--- src/rtl/axi4_lite_slave_write_responder_if.sv ---
// AXI4-Lite write-channel bundle (AW, W, B) shared by the write responder
// and whatever master drives it.
interface axi4_lite_slave_write_responder_if #(
   parameter int ADDRESS_WIDTH = 32,
   parameter int DATA_WIDTH    = 32
) ();
   logic [ADDRESS_WIDTH-1:0]  awaddr;
   logic [2:0]                awprot;
   logic                      awvalid;
   logic                      awready;
   logic [DATA_WIDTH-1:0]     wdata;
   logic [DATA_WIDTH/8-1:0]   wstrb;
   logic                      wvalid;
   logic                      wready;
   logic [1:0]                bresp;
   logic                      bvalid;
   logic                      bready;

   modport slave (
      input  awaddr, awprot, awvalid, wdata, wstrb, wvalid, bready,
      output awready, wready, bresp, bvalid
   );

   modport master (
      output awaddr, awprot, awvalid, wdata, wstrb, wvalid, bready,
      input  awready, wready, bresp, bvalid
   );
endinterface

--- src/rtl/axi4_lite_slave_write_responder.sv ---
// AXI4-Lite slave write endpoint: programmable ready delay, independent AW/W
// capture, byte-strobed commit into a word register file, OKAY/SLVERR/DECERR.
// Optional macro AXI4_LITE_WRITE_PROT_CHECK_EN: non-secure (awprot[1]=1)
// in-range aligned writes answer SLVERR and do not write.
module axi4_lite_slave_write_responder #(
   parameter int                     ADDRESS_WIDTH = 32,
   parameter int                     DATA_WIDTH    = 32,
   parameter int                     DELAY_WIDTH   = 4,
   parameter int                     NUM_REGS      = 16,
   parameter logic [ADDRESS_WIDTH-1:0] BASE_ADDR   = '0,
   localparam int                    IDX_W         = $clog2(NUM_REGS)
) (
   input  logic                   aclk,
   input  logic                   aresetn,
   axi4_lite_slave_write_responder_if.slave bus,
   input  logic [DELAY_WIDTH-1:0] cfg_delay_for_ready,
   input  logic [IDX_W-1:0]       peek_index,
   output logic [DATA_WIDTH-1:0]  peek_data
);
   localparam int STRB_W = DATA_WIDTH / 8;
   localparam int LSB    = $clog2(STRB_W);
   localparam logic [ADDRESS_WIDTH:0] BASE_EXT = {1'b0, BASE_ADDR};
   localparam logic [ADDRESS_WIDTH:0] SPAN     = (ADDRESS_WIDTH+1)'(NUM_REGS * STRB_W);

   localparam logic [1:0] RESP_OKAY   = 2'b00;
   localparam logic [1:0] RESP_SLVERR = 2'b10;
   localparam logic [1:0] RESP_DECERR = 2'b11;

   typedef enum logic [1:0] {S_IDLE, S_WAIT, S_ACCEPT, S_RESP} state_t;

   state_t                   state_q, state_d;
   logic [DELAY_WIDTH-1:0]   cnt_q, cnt_d;
   logic                     aw_got_q, aw_got_d, w_got_q, w_got_d;
   logic [ADDRESS_WIDTH-1:0] awaddr_q, awaddr_d;
   logic                     prot1_q, prot1_d;
   logic [DATA_WIDTH-1:0]    wdata_q, wdata_d;
   logic [STRB_W-1:0]        wstrb_q, wstrb_d;
   logic                     awready_q, awready_d, wready_q, wready_d;
   logic                     bvalid_q, bvalid_d;
   logic [1:0]               bresp_q, bresp_d;
   logic                     wr_en;
   logic [IDX_W-1:0]         wr_idx;
   logic [ADDRESS_WIDTH:0]   off;
   logic [1:0]               resp_c;
   logic [DATA_WIDTH-1:0]    regs_q [NUM_REGS];
   logic                     aw_hs, w_hs;

   // Out-of-window beats DECERR first; misaligned or (optionally) non-secure SLVERR.
   function automatic logic [1:0] decode_resp(input logic [ADDRESS_WIDTH-1:0] a,
                                              input logic nonsecure);
      logic [ADDRESS_WIDTH:0] ax;
      ax = {1'b0, a};
      if (ax < BASE_EXT || ax >= BASE_EXT + SPAN) return RESP_DECERR;
      if (a[LSB-1:0] != '0)                       return RESP_SLVERR;
      if (nonsecure)                              return RESP_SLVERR;
      return RESP_OKAY;
   endfunction

   assign aw_hs = bus.awvalid & awready_q;
   assign w_hs  = bus.wvalid & wready_q;

   assign bus.awready = awready_q;
   assign bus.wready  = wready_q;
   assign bus.bvalid  = bvalid_q;
   assign bus.bresp   = bresp_q;
   assign peek_data   = regs_q[peek_index];

   // Next-state, payload capture, decode and registered-output precompute.
   always_comb begin
      state_d  = state_q;
      cnt_d    = cnt_q;
      aw_got_d = aw_got_q;
      w_got_d  = w_got_q;
      awaddr_d = awaddr_q;
      prot1_d  = prot1_q;
      wdata_d  = wdata_q;
      wstrb_d  = wstrb_q;
      bresp_d  = bresp_q;
      bvalid_d = bvalid_q;
      wr_en    = 1'b0;
      unique case (state_q)
         S_IDLE: begin
            if (bus.awvalid | bus.wvalid) begin
               if (cfg_delay_for_ready == '0) begin
                  state_d = S_ACCEPT;
               end else begin
                  cnt_d   = cfg_delay_for_ready - DELAY_WIDTH'(1);
                  state_d = S_WAIT;
               end
            end
         end
         S_WAIT: begin
            if (cnt_q == '0) state_d = S_ACCEPT;
            else             cnt_d   = cnt_q - DELAY_WIDTH'(1);
         end
         S_ACCEPT: begin
            if (aw_hs) begin
               aw_got_d = 1'b1;
               awaddr_d = bus.awaddr;
`ifdef AXI4_LITE_WRITE_PROT_CHECK_EN
               prot1_d  = bus.awprot[1];
`endif
            end
            if (w_hs) begin
               w_got_d = 1'b1;
               wdata_d = bus.wdata;
               wstrb_d = bus.wstrb;
            end
            // Same-cycle completion uses the just-captured payload via the _d copies.
            if (aw_got_d && w_got_d) begin
               bresp_d  = resp_c;
               bvalid_d = 1'b1;
               wr_en    = (resp_c == RESP_OKAY);
               state_d  = S_RESP;
            end
         end
         S_RESP: begin
            if (bus.bready) begin
               bvalid_d = 1'b0;
               aw_got_d = 1'b0;
               w_got_d  = 1'b0;
               state_d  = S_IDLE;
            end
         end
         default: state_d = S_IDLE;
      endcase
      off       = {1'b0, awaddr_d} - BASE_EXT;
      wr_idx    = IDX_W'(off >> LSB);
      resp_c    = decode_resp(awaddr_d, prot1_d);
      awready_d = (state_d == S_ACCEPT) && !aw_got_d;
      wready_d  = (state_d == S_ACCEPT) && !w_got_d;
   end

   // Control state, captured payload and registered handshake outputs.
   always_ff @(posedge aclk or negedge aresetn) begin
      if (!aresetn) begin
         state_q   <= S_IDLE;
         cnt_q     <= '0;
         aw_got_q  <= 1'b0;
         w_got_q   <= 1'b0;
         awaddr_q  <= '0;
         prot1_q   <= 1'b0;
         wdata_q   <= '0;
         wstrb_q   <= '0;
         awready_q <= 1'b0;
         wready_q  <= 1'b0;
         bvalid_q  <= 1'b0;
         bresp_q   <= RESP_OKAY;
      end else begin
         state_q   <= state_d;
         cnt_q     <= cnt_d;
         aw_got_q  <= aw_got_d;
         w_got_q   <= w_got_d;
         awaddr_q  <= awaddr_d;
         prot1_q   <= prot1_d;
         wdata_q   <= wdata_d;
         wstrb_q   <= wstrb_d;
         awready_q <= awready_d;
         wready_q  <= wready_d;
         bvalid_q  <= bvalid_d;
         bresp_q   <= bresp_d;
      end
   end

   // Register file: byte-strobed commit on an OKAY write.
   always_ff @(posedge aclk or negedge aresetn) begin
      if (!aresetn) begin
         for (int i = 0; i < NUM_REGS; i++) regs_q[i] <= '0;
      end else if (wr_en) begin
         for (int b = 0; b < STRB_W; b++)
            if (wstrb_d[b]) regs_q[wr_idx][8*b +: 8] <= wdata_d[8*b +: 8];
      end
   end
endmodule

--- src/flat_wrapper.sv ---
// flat-port wrapper written by rule: the top's interface ports become plain ports
module axi4_lite_slave_write_responder_flat 
#(
   parameter int                     ADDRESS_WIDTH = 32,
   parameter int                     DATA_WIDTH    = 32,
   parameter int                     DELAY_WIDTH   = 4,
   parameter int                     NUM_REGS      = 16,
   parameter logic [ADDRESS_WIDTH-1:0] BASE_ADDR   = '0,
   localparam int                    IDX_W         = $clog2(NUM_REGS)
)
  (aclk, aresetn, cfg_delay_for_ready, peek_index, peek_data, bus_awaddr, bus_awprot, bus_awvalid, bus_wdata, bus_wstrb, bus_wvalid, bus_bready, bus_awready, bus_wready, bus_bresp, bus_bvalid);
  axi4_lite_slave_write_responder_if #(.ADDRESS_WIDTH(ADDRESS_WIDTH), .DATA_WIDTH(DATA_WIDTH)) bus_i ();
  input  logic aclk;
  input  logic aresetn;
  input  logic [DELAY_WIDTH-1:0] cfg_delay_for_ready;
  input  logic [IDX_W-1:0] peek_index;
  output logic [DATA_WIDTH-1:0] peek_data;
  input wire logic [$bits(bus_i.awaddr)-1:0] bus_awaddr;
  input wire logic [$bits(bus_i.awprot)-1:0] bus_awprot;
  input wire logic [$bits(bus_i.awvalid)-1:0] bus_awvalid;
  input wire logic [$bits(bus_i.wdata)-1:0] bus_wdata;
  input wire logic [$bits(bus_i.wstrb)-1:0] bus_wstrb;
  input wire logic [$bits(bus_i.wvalid)-1:0] bus_wvalid;
  input wire logic [$bits(bus_i.bready)-1:0] bus_bready;
  output wire logic [$bits(bus_i.awready)-1:0] bus_awready;
  output wire logic [$bits(bus_i.wready)-1:0] bus_wready;
  output wire logic [$bits(bus_i.bresp)-1:0] bus_bresp;
  output wire logic [$bits(bus_i.bvalid)-1:0] bus_bvalid;
  assign bus_i.awaddr = bus_awaddr;
  assign bus_i.awprot = bus_awprot;
  assign bus_i.awvalid = bus_awvalid;
  assign bus_i.wdata = bus_wdata;
  assign bus_i.wstrb = bus_wstrb;
  assign bus_i.wvalid = bus_wvalid;
  assign bus_i.bready = bus_bready;
  assign bus_awready = bus_i.awready;
  assign bus_wready = bus_i.wready;
  assign bus_bresp = bus_i.bresp;
  assign bus_bvalid = bus_i.bvalid;
  axi4_lite_slave_write_responder #(.ADDRESS_WIDTH(ADDRESS_WIDTH), .DATA_WIDTH(DATA_WIDTH), .DELAY_WIDTH(DELAY_WIDTH), .NUM_REGS(NUM_REGS), .BASE_ADDR(BASE_ADDR)) u_core (.aclk(aclk), .aresetn(aresetn), .bus(bus_i), .cfg_delay_for_ready(cfg_delay_for_ready), .peek_index(peek_index), .peek_data(peek_data));
endmodule
--- config.mk ---
export PLATFORM = sky130hd
export DESIGN_NAME = axi4_lite_slave_write_responder_flat
export DESIGN_NICKNAME = d
export VERILOG_FILES = /design/src/rtl/axi4_lite_slave_write_responder_if.sv /design/src/rtl/axi4_lite_slave_write_responder.sv /design/src/flat_wrapper.sv
export SDC_FILE = /design/constraint.sdc
export NUM_CORES = 1
export LEC_CHECK = 0
export BUFFER_PORTS_ARGS = -buffer_cell sky130_fd_sc_hd__buf_2
export CAP_MARGIN = 40
export CORE_MARGIN = 2
export CORE_UTILIZATION = 25
export DETAILED_ROUTE_END_ITERATION = 6
export GPL_TIMING_DRIVEN = 0
export SETUP_SLACK_MARGIN = 0.1
export SKIP_CTS_REPAIR_TIMING = 1
export SYNTH_ARGS = -nofsm -noshare
export SYNTH_HDL_FRONTEND = slang
export SYNTH_SLANG_ARGS = --single-unit
--- constraint.sdc ---
create_clock -name aclk -period 2.2 [get_ports aclk]
set_input_delay 0.22 -clock aclk [delete_from_list [all_inputs] [get_ports aclk]]
set_output_delay 0.22 -clock aclk [all_outputs]
set_load 0.02 [all_outputs]
==> impl_metrics.env <==
export IMPL_pwr_share_seq_pct=41.6
export IMPL_clock_sinks=593
export IMPL_grt_pass1_wl_microns=114000
export IMPL_slew_viol_final=0
export IMPL_worstPathRequired_ns=2.71
export IMPL_first_iter_violations=981
export IMPL_yosysWarnings=0
export IMPL_outcome="complete, but fails checks"
export IMPL_firstDrtPassIters=5
export IMPL_period_share_pct=117
export IMPL_clk_latency_ns=0.63
export IMPL_ys_flop_type="dfrtp_1"
export IMPL_num_rows=121
export IMPL_fp_dieW_microns=335
export IMPL_drv_cap=0
export IMPL_dieHeight_microns=335
export IMPL_antenna_cells=0
export IMPL_antenna_found_initial=5
export IMPL_combinationalPowerShare_pct=19.2
export IMPL_relSlewSlack_pct=57.0
export IMPL_power_mw=28.9
export IMPL_worst_pin_slew_ns=0.645
export IMPL_start_util_pct=25.2
export IMPL_clock_path_buffers=3
export IMPL_worstPathMaxFanout=8
export IMPL_io_pins=121
export IMPL_hold_viol_final=239
export IMPL_grt_pass1_vias=17600
export IMPL_violations="negative hold slack, negative setup slack"
export IMPL_p_sw_share_pct=29.5
export IMPL_grt_use_total_pct=13.6
export IMPL_port_buffers=114
export IMPL_period_needed_ns=2.57
export IMPL_ys_async_sr_fraction_pct=100
export IMPL_clk_pin_slew_ns=0.06
export IMPL_intPower_mw=20.4
export IMPL_worstSetupPathType="flop to flop"
export IMPL_critPathArrivalTime_ns=3.08
export IMPL_wl_per_cell_microns=22.7
export IMPL_utilization_pct=31.6
export IMPL_start_kind="flop"
export IMPL_cts_tree="built"
export IMPL_syn_to_final_growth_pct=25.7
export IMPL_htreeDepth=2
export IMPL_fin_nets=2076
export IMPL_ys_seq_area_share_pct=54.2
export IMPL_fillers=10400
export IMPL_ant_nets=0
export IMPL_netSwitchingPower_mw=8.53
export IMPL_dp_cells=3242
export IMPL_rsz0062_at_grt="true"
export IMPL_die_area_sq_um=112000
export IMPL_leakage_nw=16.2
export IMPL_multi_input_area_sq_um=12700
export IMPL_final_cells=3454
export IMPL_hp_class="input pin to asynchronous set/reset pin"
export IMPL_fmax_mhz=389
export IMPL_viasPerCell=4.77
export IMPL_ys_seq_elements=593
export IMPL_synth_edf_count=0
export IMPL_synth_cells=1687
export IMPL_tns_ns=-147.64
export IMPL_ir_worst_vdd_uv=569
export IMPL_core_area_sq_um=109000
export IMPL_clockRootBuffer="clkbuf_16"
export IMPL_drc=0
export IMPL_cts_buffers_inserted=59
export IMPL_final_common_cell="dfrtp_1"
export IMPL_drive_above_1_share_pct=58.0
export IMPL_vias=16500
export IMPL_power_frac_clock_pct=39.2
export IMPL_grt_overflow=0
export IMPL_place_hpwl_microns=54100
export IMPL_skew_ns=0.0131
export IMPL_setup_violations=546
export IMPL_worst_slack_ns=-0.371
export IMPL_wl_microns=78300
export IMPL_netlist_area_sq_um=27400
export IMPL_synth_nets=1772
export IMPL_synthDistinctLibCells=51
export IMPL_fin_hold_ws_ns=-0.316
export IMPL_place_gp_congestion=0.793
export IMPL_end_kind="flop"
export IMPL_register_area_sq_um=14800
export IMPL_synth_area_per_cell_sq_um=16.2
export IMPL_grt_max_degree=129
export IMPL_powerDensity_nw_per_um2=840
export IMPL_final_cell_mix="591 x dfrtp_1, 502 x mux2_2, 160 x mux4_2"
==> cells in the mapped netlist (2+ instances only) <==
cell type,count,area (sq um)
nand2b_1,2,12.5
o21ai_0,2,10.0
mux2i_1,7,70.1
inv_1,3,11.3
nand4_2,16,200
a21oi_2,3,26.3
a221oi_4,2,52.6
a21boi_0,2,15.0
mux4_2,160,3600
mux2_1,15,169
a21oi_1,14,70.1
nand4_1,3,18.8
a211oi_4,2,40.0
nand3_1,6,30.0
nand3_2,10,100
nor4_1,12,75.1
nor3_1,5,25.0
nor2_1,16,60.1
clkbuf_1,62,233
nand3_4,41,718
o21a_1,3,22.5
nand2_1,114,428
buf_2,9,45.0
buf_1,14,52.6
o22ai_1,4,25.0
dfrtp_1,593,14800
mux2_4,24,360
nand3b_1,6,45.0
nor2b_1,2,12.5
mux2_2,507,5710
buf_12,2,40.0
buf_4,3,22.5
buf_6,5,56.3
==> worst paths after layout <==
kind,startpoint,to,slack [ns],cells past startpoint
worst min register to register,u_core.awaddr_q[7]$_DFF_PN0_,u_core.awaddr_q[7]$_DFF_PN0_,0.49,2
worst min-delay path,aresetn,u_core.regs_q[470]$_DFFE_PN0P_,-0.32,2
max in group asynchronous,aresetn,u_core.bus.wready$_DFF_PN0_,0.44,5
worst max-delay path,u_core.awaddr_q[22]$_DFF_PN0_,u_core.regs_q[481]$_DFFE_PN0P_,-0.37,8
min in group aclk,cfg_delay_for_ready[2],u_core.cnt_q[2]$_DFFE_PN0P_,0.02,4
worst max register to register,u_core.awaddr_q[22]$_DFF_PN0_,u_core.regs_q[481]$_DFFE_PN0P_,-0.37,8
==> power by group through the flow <==
stage / Clock [mW] / Combinational (mW) / Sequential (mW)
after floorplan: 0 / 3.02 / 12.1
after global placement: 0 / 4.46 / 12.1
after detailed placement: 0 / 4.80 / 12.2
after CTS: 11.6 / 4.82 / 12.0
after global routing: 12.0 / 6.06 / 12.1
final: 11.3 / 5.56 / 12.0
==> routing by layer <==
layer / vias to the layer above / GRT usage (%) / wire length [microns]
li1: 6974 / - / -
met1: 8986 / 17.4 / 33000
met2: 386 / 23.5 / 39800
met3: 135 / 1.92 / 3160
met4: 2 / 4.58 / 2280
met5: - / 0 / 13
==> sequential cells by signal (all words and copies together), names as in the netlist <==
name,count
u_core.cnt_q,4
u_core.bus.wready,1
u_core.aw_got_q,1
u_core.bus.awready,1
u_core.state_q,2
u_core.wdata_q,32
u_core.regs_q,512
u_core.wstrb_q,4
u_core.bus.bvalid,1
u_core.awaddr_q,32
u_core.bus.bresp,2
u_core.w_got_q,1
==> cell type report <==
type / count / share of cell area, %
Buffer: 96 / 1.98
Tap cell: 1414 / 5.14
Multi-Input combinational cell: 995 / 36.8
Timing Repair Buffer: 243 / 6.57
Sequential cell: 593 / 43.1
Inverter: 3 / 0.0327
Clock inverter: 24 / 1.26
Clock buffer: 86 / 5.14
==> logic make-up after synthesis <==
group / synth area share, %
AO/OA/AOI/OAI: 1.16
flip-flops: 54.2
AND/OR/NAND/NOR: 6.69
adder cells (fa/ha/maj): 0.0457
buffers and inverters: 1.73
multiplexers: 36.2
==> stage by stage <==
stage               hold slack, ns  worst slack, ns  instance area (sq um)
finish                      -0.316           -0.371                  34400
CTS                         -0.506           -0.982                  32500
floorplan                  -0.0756           -0.110                  27500
global route                -0.269           -0.406                  34400
global placement             0.436           -11.70                  29900
detailed placement           0.161           -0.933                  30300
==> critical path: stages (launching register included) <==
cell     delay [ns]
dfrtp_1        0.40
nor4_2         0.34
nand4_1        0.28
o32ai_4        0.36
buf_12         0.16
buf_16         0.13
buf_12         0.14
nand3_4        0.25
mux2_4         0.38
Power figures use the tool's default switching activity.
